--- src/rtl/ap_job_ctrl_if.sv ---
// Host and AP-tile signal bundle for the AP job sequencer.
// master: the surrounding system (host bridge plus AP tile); slave: ap_job_ctrl.
interface ap_job_ctrl_if #(
  parameter int WORD_SIZE = 8,
  parameter int ADDR_W    = 9
);
  // Host job channel
  logic                 job_valid;
  logic                 job_ready;
  logic [2:0]           job_cmd;
  logic [ADDR_W:0]      job_len;
  // Operand stream
  logic                 in_valid;
  logic                 in_ready;
  logic [WORD_SIZE-1:0] in_data;
  // Result stream
  logic                 out_valid;
  logic                 out_ready;
  logic [WORD_SIZE-1:0] out_data;
  // Status
  logic                 busy;
  logic                 done;
  logic                 err;
  // AP tile pins
  logic                 ap_rst;
  logic                 ap_mode;
  logic [2:0]           ap_cmd;
  logic [1:0]           ap_sel_col;
  logic [ADDR_W-1:0]    ap_addr;
  logic [WORD_SIZE-1:0] ap_data_in;
  logic                 ap_write_en;
  logic                 ap_read_en;
  logic [WORD_SIZE-1:0] ap_data_out;
  logic                 ap_irq;

  modport master (
    output job_valid, job_cmd, job_len, in_valid, in_data, out_ready,
           ap_data_out, ap_irq,
    input  job_ready, in_ready, out_valid, out_data, busy, done, err,
           ap_rst, ap_mode, ap_cmd, ap_sel_col, ap_addr, ap_data_in,
           ap_write_en, ap_read_en
  );

  modport slave (
    input  job_valid, job_cmd, job_len, in_valid, in_data, out_ready,
           ap_data_out, ap_irq,
    output job_ready, in_ready, out_valid, out_data, busy, done, err,
           ap_rst, ap_mode, ap_cmd, ap_sel_col, ap_addr, ap_data_in,
           ap_write_en, ap_read_en
  );
endinterface

--- src/rtl/ap_job_ctrl.sv ---
// Job sequencer for one associative-processor tile: validates a job, loads
// columns A/B through the AP write port, runs the bit-serial operation and
// streams column C back to the host one word at a time.
module ap_job_ctrl #(
  parameter int WORD_SIZE  = 8,
  parameter int CELL_QUANT = 512,
  parameter int ADDR_W     = 9,
  parameter int RD_LAT     = 2,
  parameter int TIMEOUT    = 64
) (
  input  logic         clka,
  input  logic         rst,
  ap_job_ctrl_if.slave bus
);

  localparam int TMR_W = $clog2(TIMEOUT) + 1;
  localparam int LAT_W = $clog2(RD_LAT) + 1;

  localparam logic [ADDR_W:0]   MAX_LEN  = (ADDR_W+1)'(CELL_QUANT);
  localparam logic [ADDR_W:0]   LEN_ONE  = (ADDR_W+1)'(1);
  localparam logic [ADDR_W-1:0] CNT_ONE  = ADDR_W'(1);
  localparam logic [TMR_W-1:0]  TMR_ONE  = TMR_W'(1);
  localparam logic [TMR_W-1:0]  TMR_LAST = TMR_W'(TIMEOUT - 1);
  localparam logic [LAT_W-1:0]  LAT_ONE  = LAT_W'(1);
  localparam logic [LAT_W-1:0]  LAT_LAST = LAT_W'(RD_LAT - 1);

  typedef enum logic [3:0] {
    IDLE, CHECK, CLR, WR_A0, WR_A1, WR_B0, WR_B1,
    COMPUTE, RD_ISSUE, RD_WAIT, OUT, FIN
  } state_t;

  typedef enum logic [1:0] {
    COL_A = 2'd0,
    COL_B = 2'd1,
    COL_C = 2'd2
  } col_t;

  state_t state, state_nxt;

  // Job registers and datapath state
  logic [2:0]           cmd_q;
  logic [2:0]           ap_cmd_q;
  logic [ADDR_W:0]      len_q;
  logic [ADDR_W-1:0]    cnt;
  logic [TMR_W-1:0]     tmr;
  logic [LAT_W-1:0]     lat_cnt;
  logic                 err_q;
  logic                 irq_q;
  logic [WORD_SIZE-1:0] rd_data;
  logic [WORD_SIZE-1:0] wr_data;

  // Decoded per-state controls
  logic job_ready, in_ready, out_valid, done;
  logic ap_rst, ap_mode, ap_write_en, ap_read_en, addr_on;
  col_t sel;

  logic last_word, irq_rise, bad_job;

  // cnt is one bit narrower than len, so the last word is detected by
  // compare rather than by letting cnt reach len (which would wrap at 512).
  assign last_word = ({1'b0, cnt} == (len_q - LEN_ONE));
  // Only a 0->1 transition counts; a level left over from the previous job
  // must not end this one early.
  assign irq_rise  = bus.ap_irq & ~irq_q;
  assign bad_job   = (cmd_q > 3'd3) || (len_q == '0) || (len_q > MAX_LEN);

  // State register
  always_ff @(posedge clka) begin
    // NOTE: clocked state is updated with non-blocking assignments so every
    // flop samples pre-edge values regardless of block ordering.
    if (rst) state <= IDLE;
    else     state <= state_nxt;
  end

  // Next-state and per-state control decode
  always_comb begin
    // NOTE: every signal gets a default before the case so no path through
    // the block leaves one unassigned, which would infer a latch.
    state_nxt   = state;
    job_ready   = 1'b0;
    in_ready    = 1'b0;
    out_valid   = 1'b0;
    done        = 1'b0;
    ap_rst      = 1'b0;
    ap_mode     = 1'b0;
    ap_write_en = 1'b0;
    ap_read_en  = 1'b0;
    addr_on     = 1'b0;
    sel         = COL_A;

    unique case (state)
      IDLE: begin
        job_ready = 1'b1;
        if (bus.job_valid) state_nxt = CHECK;
      end
      CHECK: state_nxt = bad_job ? FIN : CLR;
      CLR: begin
        ap_rst    = 1'b1;
        state_nxt = WR_A0;
      end
      WR_A0, WR_B0: begin
        in_ready = 1'b1;
        addr_on  = 1'b1;
        sel      = (state == WR_B0) ? COL_B : COL_A;
        if (bus.in_valid) begin
          ap_write_en = 1'b1;
          state_nxt   = (state == WR_B0) ? WR_B1 : WR_A1;
        end
      end
      WR_A1: begin
        addr_on = 1'b1;
        sel     = COL_A;
        if (!last_word)           state_nxt = WR_A0;
        else if (cmd_q == 3'd3)   state_nxt = COMPUTE;
        else                      state_nxt = WR_B0;
      end
      WR_B1: begin
        addr_on   = 1'b1;
        sel       = COL_B;
        state_nxt = last_word ? COMPUTE : WR_B0;
      end
      COMPUTE: begin
        ap_mode = 1'b1;
        if (irq_rise)              state_nxt = RD_ISSUE;
        else if (tmr == TMR_LAST)  state_nxt = FIN;
      end
      RD_ISSUE: begin
        ap_read_en = 1'b1;
        addr_on    = 1'b1;
        sel        = COL_C;
        state_nxt  = RD_WAIT;
      end
      RD_WAIT: begin
        addr_on = 1'b1;
        sel     = COL_C;
        if (lat_cnt == LAT_LAST) state_nxt = OUT;
      end
      OUT: begin
        out_valid = 1'b1;
        addr_on   = 1'b1;
        sel       = COL_C;
        if (bus.out_ready) state_nxt = last_word ? FIN : RD_ISSUE;
      end
      FIN: begin
        done      = 1'b1;
        state_nxt = IDLE;
      end
      default: state_nxt = IDLE;
    endcase
  end

  // Job latch, address/timer/latency counters, error flag and data capture
  always_ff @(posedge clka) begin
    if (rst) begin
      cmd_q    <= '0;
      ap_cmd_q <= '0;
      len_q    <= '0;
      cnt      <= '0;
      tmr      <= '0;
      lat_cnt  <= '0;
      err_q    <= 1'b0;
      irq_q    <= 1'b0;
      rd_data  <= '0;
      wr_data  <= '0;
    end else begin
      irq_q   <= bus.ap_irq;
      tmr     <= (state == COMPUTE) ? tmr + TMR_ONE : '0;
      lat_cnt <= (state == RD_WAIT) ? lat_cnt + LAT_ONE : '0;
      unique case (state)
        IDLE: begin
          if (bus.job_valid) begin
            cmd_q <= bus.job_cmd;
            len_q <= bus.job_len;
          end
        end
        CHECK: if (bad_job) err_q <= 1'b1;
        CLR: begin
          cnt      <= '0;
          ap_cmd_q <= cmd_q;
        end
        WR_A0, WR_B0: if (bus.in_valid) wr_data <= bus.in_data;
        WR_A1, WR_B1: cnt <= last_word ? '0 : cnt + CNT_ONE;
        COMPUTE: begin
          cnt <= '0;
          if (!irq_rise && (tmr == TMR_LAST)) err_q <= 1'b1;
        end
        RD_WAIT: if (lat_cnt == LAT_LAST) rd_data <= bus.ap_data_out;
        OUT: if (bus.out_ready && !last_word) cnt <= cnt + CNT_ONE;
        FIN: err_q <= 1'b0;
        default: ;
      endcase
    end
  end

  assign bus.job_ready   = job_ready;
  assign bus.in_ready    = in_ready;
  assign bus.out_valid   = out_valid;
  assign bus.out_data    = rd_data;
  assign bus.busy        = (state != IDLE);
  assign bus.done        = done;
  assign bus.err         = err_q;
  assign bus.ap_rst      = ap_rst;
  assign bus.ap_mode     = ap_mode;
  assign bus.ap_cmd      = ap_cmd_q;
  assign bus.ap_sel_col  = sel;
  assign bus.ap_addr     = addr_on ? cnt : '0;
  assign bus.ap_data_in  = ap_write_en ? bus.in_data : wr_data;
  assign bus.ap_write_en = ap_write_en;
  assign bus.ap_read_en  = ap_read_en;

endmodule

--- src/flat_wrapper.sv ---
// flat-port wrapper written by rule: the top's interface ports become plain ports
module ap_job_ctrl_flat 
#(
  parameter int WORD_SIZE  = 8,
  parameter int CELL_QUANT = 512,
  parameter int ADDR_W     = 9,
  parameter int RD_LAT     = 2,
  parameter int TIMEOUT    = 64
)
  (clka, rst, bus_job_valid, bus_job_cmd, bus_job_len, bus_in_valid, bus_in_data, bus_out_ready, bus_ap_data_out, bus_ap_irq, bus_job_ready, bus_in_ready, bus_out_valid, bus_out_data, bus_busy, bus_done, bus_err, bus_ap_rst, bus_ap_mode, bus_ap_cmd, bus_ap_sel_col, bus_ap_addr, bus_ap_data_in, bus_ap_write_en, bus_ap_read_en);
  ap_job_ctrl_if #(.WORD_SIZE(WORD_SIZE), .ADDR_W(ADDR_W)) bus_i ();
  input  logic clka;
  input  logic rst;
  input wire logic [$bits(bus_i.job_valid)-1:0] bus_job_valid;
  input wire logic [$bits(bus_i.job_cmd)-1:0] bus_job_cmd;
  input wire logic [$bits(bus_i.job_len)-1:0] bus_job_len;
  input wire logic [$bits(bus_i.in_valid)-1:0] bus_in_valid;
  input wire logic [$bits(bus_i.in_data)-1:0] bus_in_data;
  input wire logic [$bits(bus_i.out_ready)-1:0] bus_out_ready;
  input wire logic [$bits(bus_i.ap_data_out)-1:0] bus_ap_data_out;
  input wire logic [$bits(bus_i.ap_irq)-1:0] bus_ap_irq;
  output wire logic [$bits(bus_i.job_ready)-1:0] bus_job_ready;
  output wire logic [$bits(bus_i.in_ready)-1:0] bus_in_ready;
  output wire logic [$bits(bus_i.out_valid)-1:0] bus_out_valid;
  output wire logic [$bits(bus_i.out_data)-1:0] bus_out_data;
  output wire logic [$bits(bus_i.busy)-1:0] bus_busy;
  output wire logic [$bits(bus_i.done)-1:0] bus_done;
  output wire logic [$bits(bus_i.err)-1:0] bus_err;
  output wire logic [$bits(bus_i.ap_rst)-1:0] bus_ap_rst;
  output wire logic [$bits(bus_i.ap_mode)-1:0] bus_ap_mode;
  output wire logic [$bits(bus_i.ap_cmd)-1:0] bus_ap_cmd;
  output wire logic [$bits(bus_i.ap_sel_col)-1:0] bus_ap_sel_col;
  output wire logic [$bits(bus_i.ap_addr)-1:0] bus_ap_addr;
  output wire logic [$bits(bus_i.ap_data_in)-1:0] bus_ap_data_in;
  output wire logic [$bits(bus_i.ap_write_en)-1:0] bus_ap_write_en;
  output wire logic [$bits(bus_i.ap_read_en)-1:0] bus_ap_read_en;
  assign bus_i.job_valid = bus_job_valid;
  assign bus_i.job_cmd = bus_job_cmd;
  assign bus_i.job_len = bus_job_len;
  assign bus_i.in_valid = bus_in_valid;
  assign bus_i.in_data = bus_in_data;
  assign bus_i.out_ready = bus_out_ready;
  assign bus_i.ap_data_out = bus_ap_data_out;
  assign bus_i.ap_irq = bus_ap_irq;
  assign bus_job_ready = bus_i.job_ready;
  assign bus_in_ready = bus_i.in_ready;
  assign bus_out_valid = bus_i.out_valid;
  assign bus_out_data = bus_i.out_data;
  assign bus_busy = bus_i.busy;
  assign bus_done = bus_i.done;
  assign bus_err = bus_i.err;
  assign bus_ap_rst = bus_i.ap_rst;
  assign bus_ap_mode = bus_i.ap_mode;
  assign bus_ap_cmd = bus_i.ap_cmd;
  assign bus_ap_sel_col = bus_i.ap_sel_col;
  assign bus_ap_addr = bus_i.ap_addr;
  assign bus_ap_data_in = bus_i.ap_data_in;
  assign bus_ap_write_en = bus_i.ap_write_en;
  assign bus_ap_read_en = bus_i.ap_read_en;
  ap_job_ctrl #(.WORD_SIZE(WORD_SIZE), .CELL_QUANT(CELL_QUANT), .ADDR_W(ADDR_W), .RD_LAT(RD_LAT), .TIMEOUT(TIMEOUT)) u_core (.clka(clka), .rst(rst), .bus(bus_i));
endmodule
--- config.mk ---
export PLATFORM = sky130hd
export DESIGN_NAME = ap_job_ctrl_flat
export DESIGN_NICKNAME = d
export VERILOG_FILES = /design/src/rtl/ap_job_ctrl_if.sv /design/src/rtl/ap_job_ctrl.sv /design/src/flat_wrapper.sv
export SDC_FILE = /design/constraint.sdc
export NUM_CORES = 1
export LEC_CHECK = 0
export ABC_AREA = 1
export BUFFER_PORTS_ARGS = -buffer_cell sky130_fd_sc_hd__buf_4
export CORE_MARGIN = 3
export CORE_UTILIZATION = 48
export DETAILED_ROUTE_END_ITERATION = 10
export PLACE_DENSITY_LB_ADDON = 0.12
export SYNTH_ARGS = -nofsm -noshare
export SYNTH_HDL_FRONTEND = slang
export SYNTH_SLANG_ARGS = --single-unit
--- constraint.sdc ---
create_clock -name clka -period 2 [get_ports clka]
set_clock_uncertainty 0.15 [all_clocks]
set_input_delay 0.4 -clock clka [delete_from_list [all_inputs] [get_ports clka]]
set_output_delay 0.4 -clock clka [all_outputs]
set_load 0.02 [all_outputs]
After elaboration in Yosys (flattened, before gate mapping)
Index checks and enable logic that the tools add are counted.

Flip-flop bits (word level): 56. Output and inout bits: 40. Input bits: 35. Logic and storage cells: 101.

Add/sub/neg operators: 4. Muxes and demuxes: 33. Reduce and logical (&&, ||, !) cells: 24. Bitwise operators: 4. Equality and inequality tests: 23. Magnitude comparators: 2.

Operators by type and width (number): $pmux 4 s10 (1); $mux 4 (8); $mux 9 (3); $pmux 9 s3 (1); $eq 4x3->1 const B (4); $eq 4x4->1 const B (4); $mux 1 (13); $eq 9x10->1 (1); $gt 10x10->1 const B (1); $logic_not 10->1 (1); $reduce_or 2->1 (5); $sub 10x1->10 const B (1); $add 9x1->9 const B (1); $eq 4x2->1 const B (2); $mux 2 (4); $mux 8 (1); $ne 2x2->1 const B (4); $reduce_and 2->1 (4); $add 7x1->7 const B (1); $eq 7x6->1 const B (1); $reduce_or 7->1 (1); $ne 2x1->1 const B (3); $pmux 2 s3 (1); $reduce_bool 3->1 (2); 17 further kinds (22).

Logic depth before layout (Yosys ltp)
Depth after elaboration: 6. Mapped depth: 16. Depth with buffers taken out: 15.

Worst setup path after synthesis
No wires, ideal clock.

Path kind: register -> output. From: register u_core.state[0]. To: output port bus_ap_addr[0]. Cell stages (with the launch flop): 9. Arrival: 1.595 ns. Required time: 1.450 ns. Path buffers: 0. Setup slack: -0.145 ns. Cell sequence: dfxtp_1 -> inv_1 -> nor2_1 -> inv_1 -> nor2_1 -> a21oi_2 -> inv_1 -> a211oi_2 -> nor2_1.

Word-level cells in the longest chain between the ends: 4. Elaborated cells on any way between the ends: 10. Classes of those cells: eq/ne (7); mux (2); reduce/logical (1).

RTL lines: start, declared (RTL line ap_job_ctrl.sv:38) `state_t state, state_nxt;`; start signal, assigned (RTL line ap_job_ctrl.sv:72) `else state <= state_nxt;`; $eq 4x4->1 (tied with other cells) (RTL line ap_job_ctrl.sv:91) `unique case (state)`; $reduce_or 7->1 (no line) (*); $mux 1 (*) (RTL line ap_job_ctrl.sv:91); $mux 9 (*) (RTL line ap_job_ctrl.sv:206) `assign bus.ap_addr = addr_on ? cnt : '0;`; end, declared (RTL line flat_wrapper.sv:33) `output wire logic [$bits(bus_i.ap_addr)-1:0] bus_ap_addr;`.

Mark *: on every way between the ends. The rest lies on a longest branch, timed or not.

Final worst setup path
From: register u_core.state[2]. To: output port bus_ap_data_in[5].

Word-level cells in the longest chain between the ends: 4. Elaborated cells on any way between the ends: 5. Classes of those cells: eq/ne (2); mux (2); reduce/logical (1).

RTL lines: $eq 4x2->1 or $eq 4x3->1 (tied branches) (RTL line ap_job_ctrl.sv:91); $reduce_or 2->1 (*) (RTL line ap_job_ctrl.sv:91); $mux 1 (*) (RTL line ap_job_ctrl.sv:91); $mux 8 (*) (RTL line ap_job_ctrl.sv:207) `assign bus.ap_data_in = ap_write_en ? bus.in_data : wr_data;`; end, declared (RTL line flat_wrapper.sv:34) `output wire logic [$bits(bus_i.ap_data_in)-1:0] bus_ap_data_in;`.

Marked as above.

==> metrics.txt <==
via density per instance 5.326; main combinational cell family by area after synthesis simple AND/OR/NAND/NOR gates; total power approximately 0.0055 W; worst slack at placement -155.5 ps; crit-path cells inv_4, nor2_4, inv_2, nor2_4, a21oi_4, buf_12, nor2_4, inv_4, o21ai_2, inv_1, buf_6; clk_lat worst skew about 320 ps; RR Startpoint u_core.len_q[1]; filler instances 400; chip height roughly 86 µm; Slowest Stage Delay on Critical Path ~400 ps; sequential cell area approximately 1100 µm²; pin count of the biggest net entering global routing 25; Final #Nets between 600 and 700; FF+latch count, synth 56; final hold violation count 0; YS warnings 0; routability cong. about 0.9; CTS tree yes; RSZ-0062 raised after global routing yes; Starting Density around half; max layer used met4; RR Endpoint u_core.cnt[5]; H-tree lvl count 2; Antenna Violating Nets Remaining 0; vias in the first global route 3549; Yosys cell types 31; crit end category output pin; Max-Slew Margin vs Limit 60.88%; met3 routed wirelength roughly 540 µm; commonest cells after routing, fill and taps aside 99 x buf_4, 89 x nand2_1, 54 x inv_1; xor and xnor area share after synthesis 1.427%; area occupied by multi-input gates a little over 2000 µm²; Iter 0 DRT Violations about 240; final std cells w/o fill slightly below 700; post-synthesis sequential area ratio between 30% and 40%; share of layout cells above drive strength 1 between 40% and 50%; failing checks negative setup slack; minimum clock period about 2400 ps; most used cell, CP nor2_4; via count 3664; global-route wire length before repair roughly 16000 µm; Core ar. 6061 µm²; WHS Path Cells 3; R2R cell count 13; commonest non-fill, non-tap cell in the layout buf_4; DR WL met2 5412 µm; final worst setup slack -406.4 ps; Avg Inst Size Synth about 6.4 µm²; clock transition at the registers of the reported paths 100 ps; flop-to-flop setup slack -100 ps; drt wl/cell around 15 µm; hold_sp bus_in_data[3]; static leakage roughly 2.2 nW; GRT Overall Usage 26.14%; multiplexer share of the synthesized area 0%; status finished, violations left; Final setup viols 31; syn nets slightly above 500; # IOs 75; clock buffer depth 2; Power Density about 1200 nW/µm²; WL final 10380 µm; Synth Cell Area 3068 µm²; Die ar. 7387 µm²; Congestion Overflow GR 0; CP required 1450 ps; Syn Inst Count approximately 480; Simple-Gate Fraction of Synth Area between 30% and 40%; first-pass iteration count of the detailed router 5; num rows 28; port bufs between 70 and 80; post-synthesis compound-gate area fraction around 14%; hpwl dp 6685 µm; WHS Endpoint u_core.wr_data[3]; antenna diode count 0; Slew @ Worst Pin 586.2 ps; Startpoint Class flop; initial antenna violation count 0; # DRC 0; FMAX 415.6 MHz; placed cell count roughly 650; Slowest-stage cell, CP dfxtp_4; Post-Route M1 WL ~4200 µm; CTS Buf Count 5; Slew Limit Fails 0; Hold Path Class in2reg; Data arrival, critical path about 1900 ps; die width about 86 µm; crit share post-route 120.3%; Worst Hold Slack roughly 170 ps; worst ir drop on vdd ~0.0013 V; critical path class reg2out; Max-Cap Viols 0; Final TNS setup -7177 ps; Hold-fix buffers, CTS 0; Sink Count 56; Area Overhead vs Synth 56.81%; crit path max fanout 8; Clock Tree Root clkbuf_8; post-synthesis adder-cell area fraction between 1.5 and 2%
worst max path at each step:
stage / from / endpoint / slack, ps / depth (start not counted)
floorplan: u_core.state[0] / bus_ap_addr[0] / -80 / 6
global placement: u_core.len_q[0] / u_core.cnt[5] / -80 / 15
detailed placement: u_core.len_q[0] / u_core.cnt[3] / -160 / 15
CTS: u_core.state[2] / bus_ap_data_in[5] / -330 / 11
global route: u_core.state[2] / bus_ap_data_in[6] / -480 / 11
finish: u_core.state[2] / bus_ap_data_in[5] / -410 / 11
power by group:
part | internal (W) | switching (W)
logic | 0.00141 | 0.00201
registers | 0.00131 | 0.000165
clock network | 0.000252 | 0.000394
Yosys cell counts:
cell	number	area [µm²]
a211o_1	1	8.760
a211oi_2	1	12.51
a21oi_1	38	190.2
a21oi_2	3	26.28
buf_2	1	5.000
buf_6	2	22.52
clkbuf_1	7	26.28
dfxtp_1	56	1121
ha_1	4	50.05
inv_1	68	255.2
inv_2	5	18.77
nand2_1	101	379.1
nand2_2	1	6.260
nand3_1	44	220.2
nand3_2	1	10.01
nand3b_1	1	7.510
nand4_1	8	50.05
nor2_1	72	270.3
nor2_2	5	31.28
nor2_4	3	33.78
nor3_1	6	30.03
nor3b_1	1	7.510
o2111ai_1	1	8.760
o211ai_1	1	7.510
o21ai_0	26	130.1
o21ai_1	6	30.03
o21ai_2	1	8.760
or2_1	1	6.260
or2_2	8	50.05
xnor2_1	3	26.28
xor2_1	2	17.52
worst max-delay path, delay by kind of cell, from the launching register on:
kind,cells,cell delay (ps)
flops,1,400
buf+inv,6,570
simple gates,3,370
compound gates,2,210
per-stage QoR:
stage	utilization [%]	area [µm²]
after floorplan	-	3133
after global placement	66.19	4011
after detailed placement	66.19	4011
after CTS	73.95	4482
after global routing	79.38	4811
final	79.38	4811
layer usage:
metal / global-route usage [%] / vias up
met3: 4.611 / 27
met1: 31.22 / 1709
met5: 0 / -
met2: 45.97 / 138
li1: - / 1790
met4: 10.65 / 0
cell families after synthesis:
| family | after synthesis |
|---|---|
| and+or+nand+nor | 252 |
| buffers and inverters | 83 |
| AOI/OAI and AO/OA | 78 |
| DFF | 56 |
| xor gates and xnor gates | 5 |
| adders and majority gates | 4 |
flip-flops by register name, summed over array words and instances (netlist names):
name	flops
u_core.bus.ap_cmd	3
u_core.bus.err	1
u_core.bus.out_data	8
u_core.cmd_q	3
u_core.cnt	9
u_core.irq_q	1
u_core.lat_cnt	2
u_core.len_q	10
u_core.state	4
u_core.tmr	7
u_core.wr_data	8
area by class of cell:
type	count	share of cell area (%)
flip-flops and latches	56	23.72
inverters	73	6.112
well taps	75	1.951
repair inverters	2	0.2601
clock buffers	6	1.508
repair buffers	133	23.59
multi-input cells	341	42.55
clock inverters	2	0.3121
repair_timing:
action	in CTS	in global routing
setup buffers	13	16
cloned	5	0
setup endpoints to repair	34	42
pin swaps	11	27
resized for setup	66	90
endpoints found under the hold margin	0	0
Power figures use the tool's default switching activity.
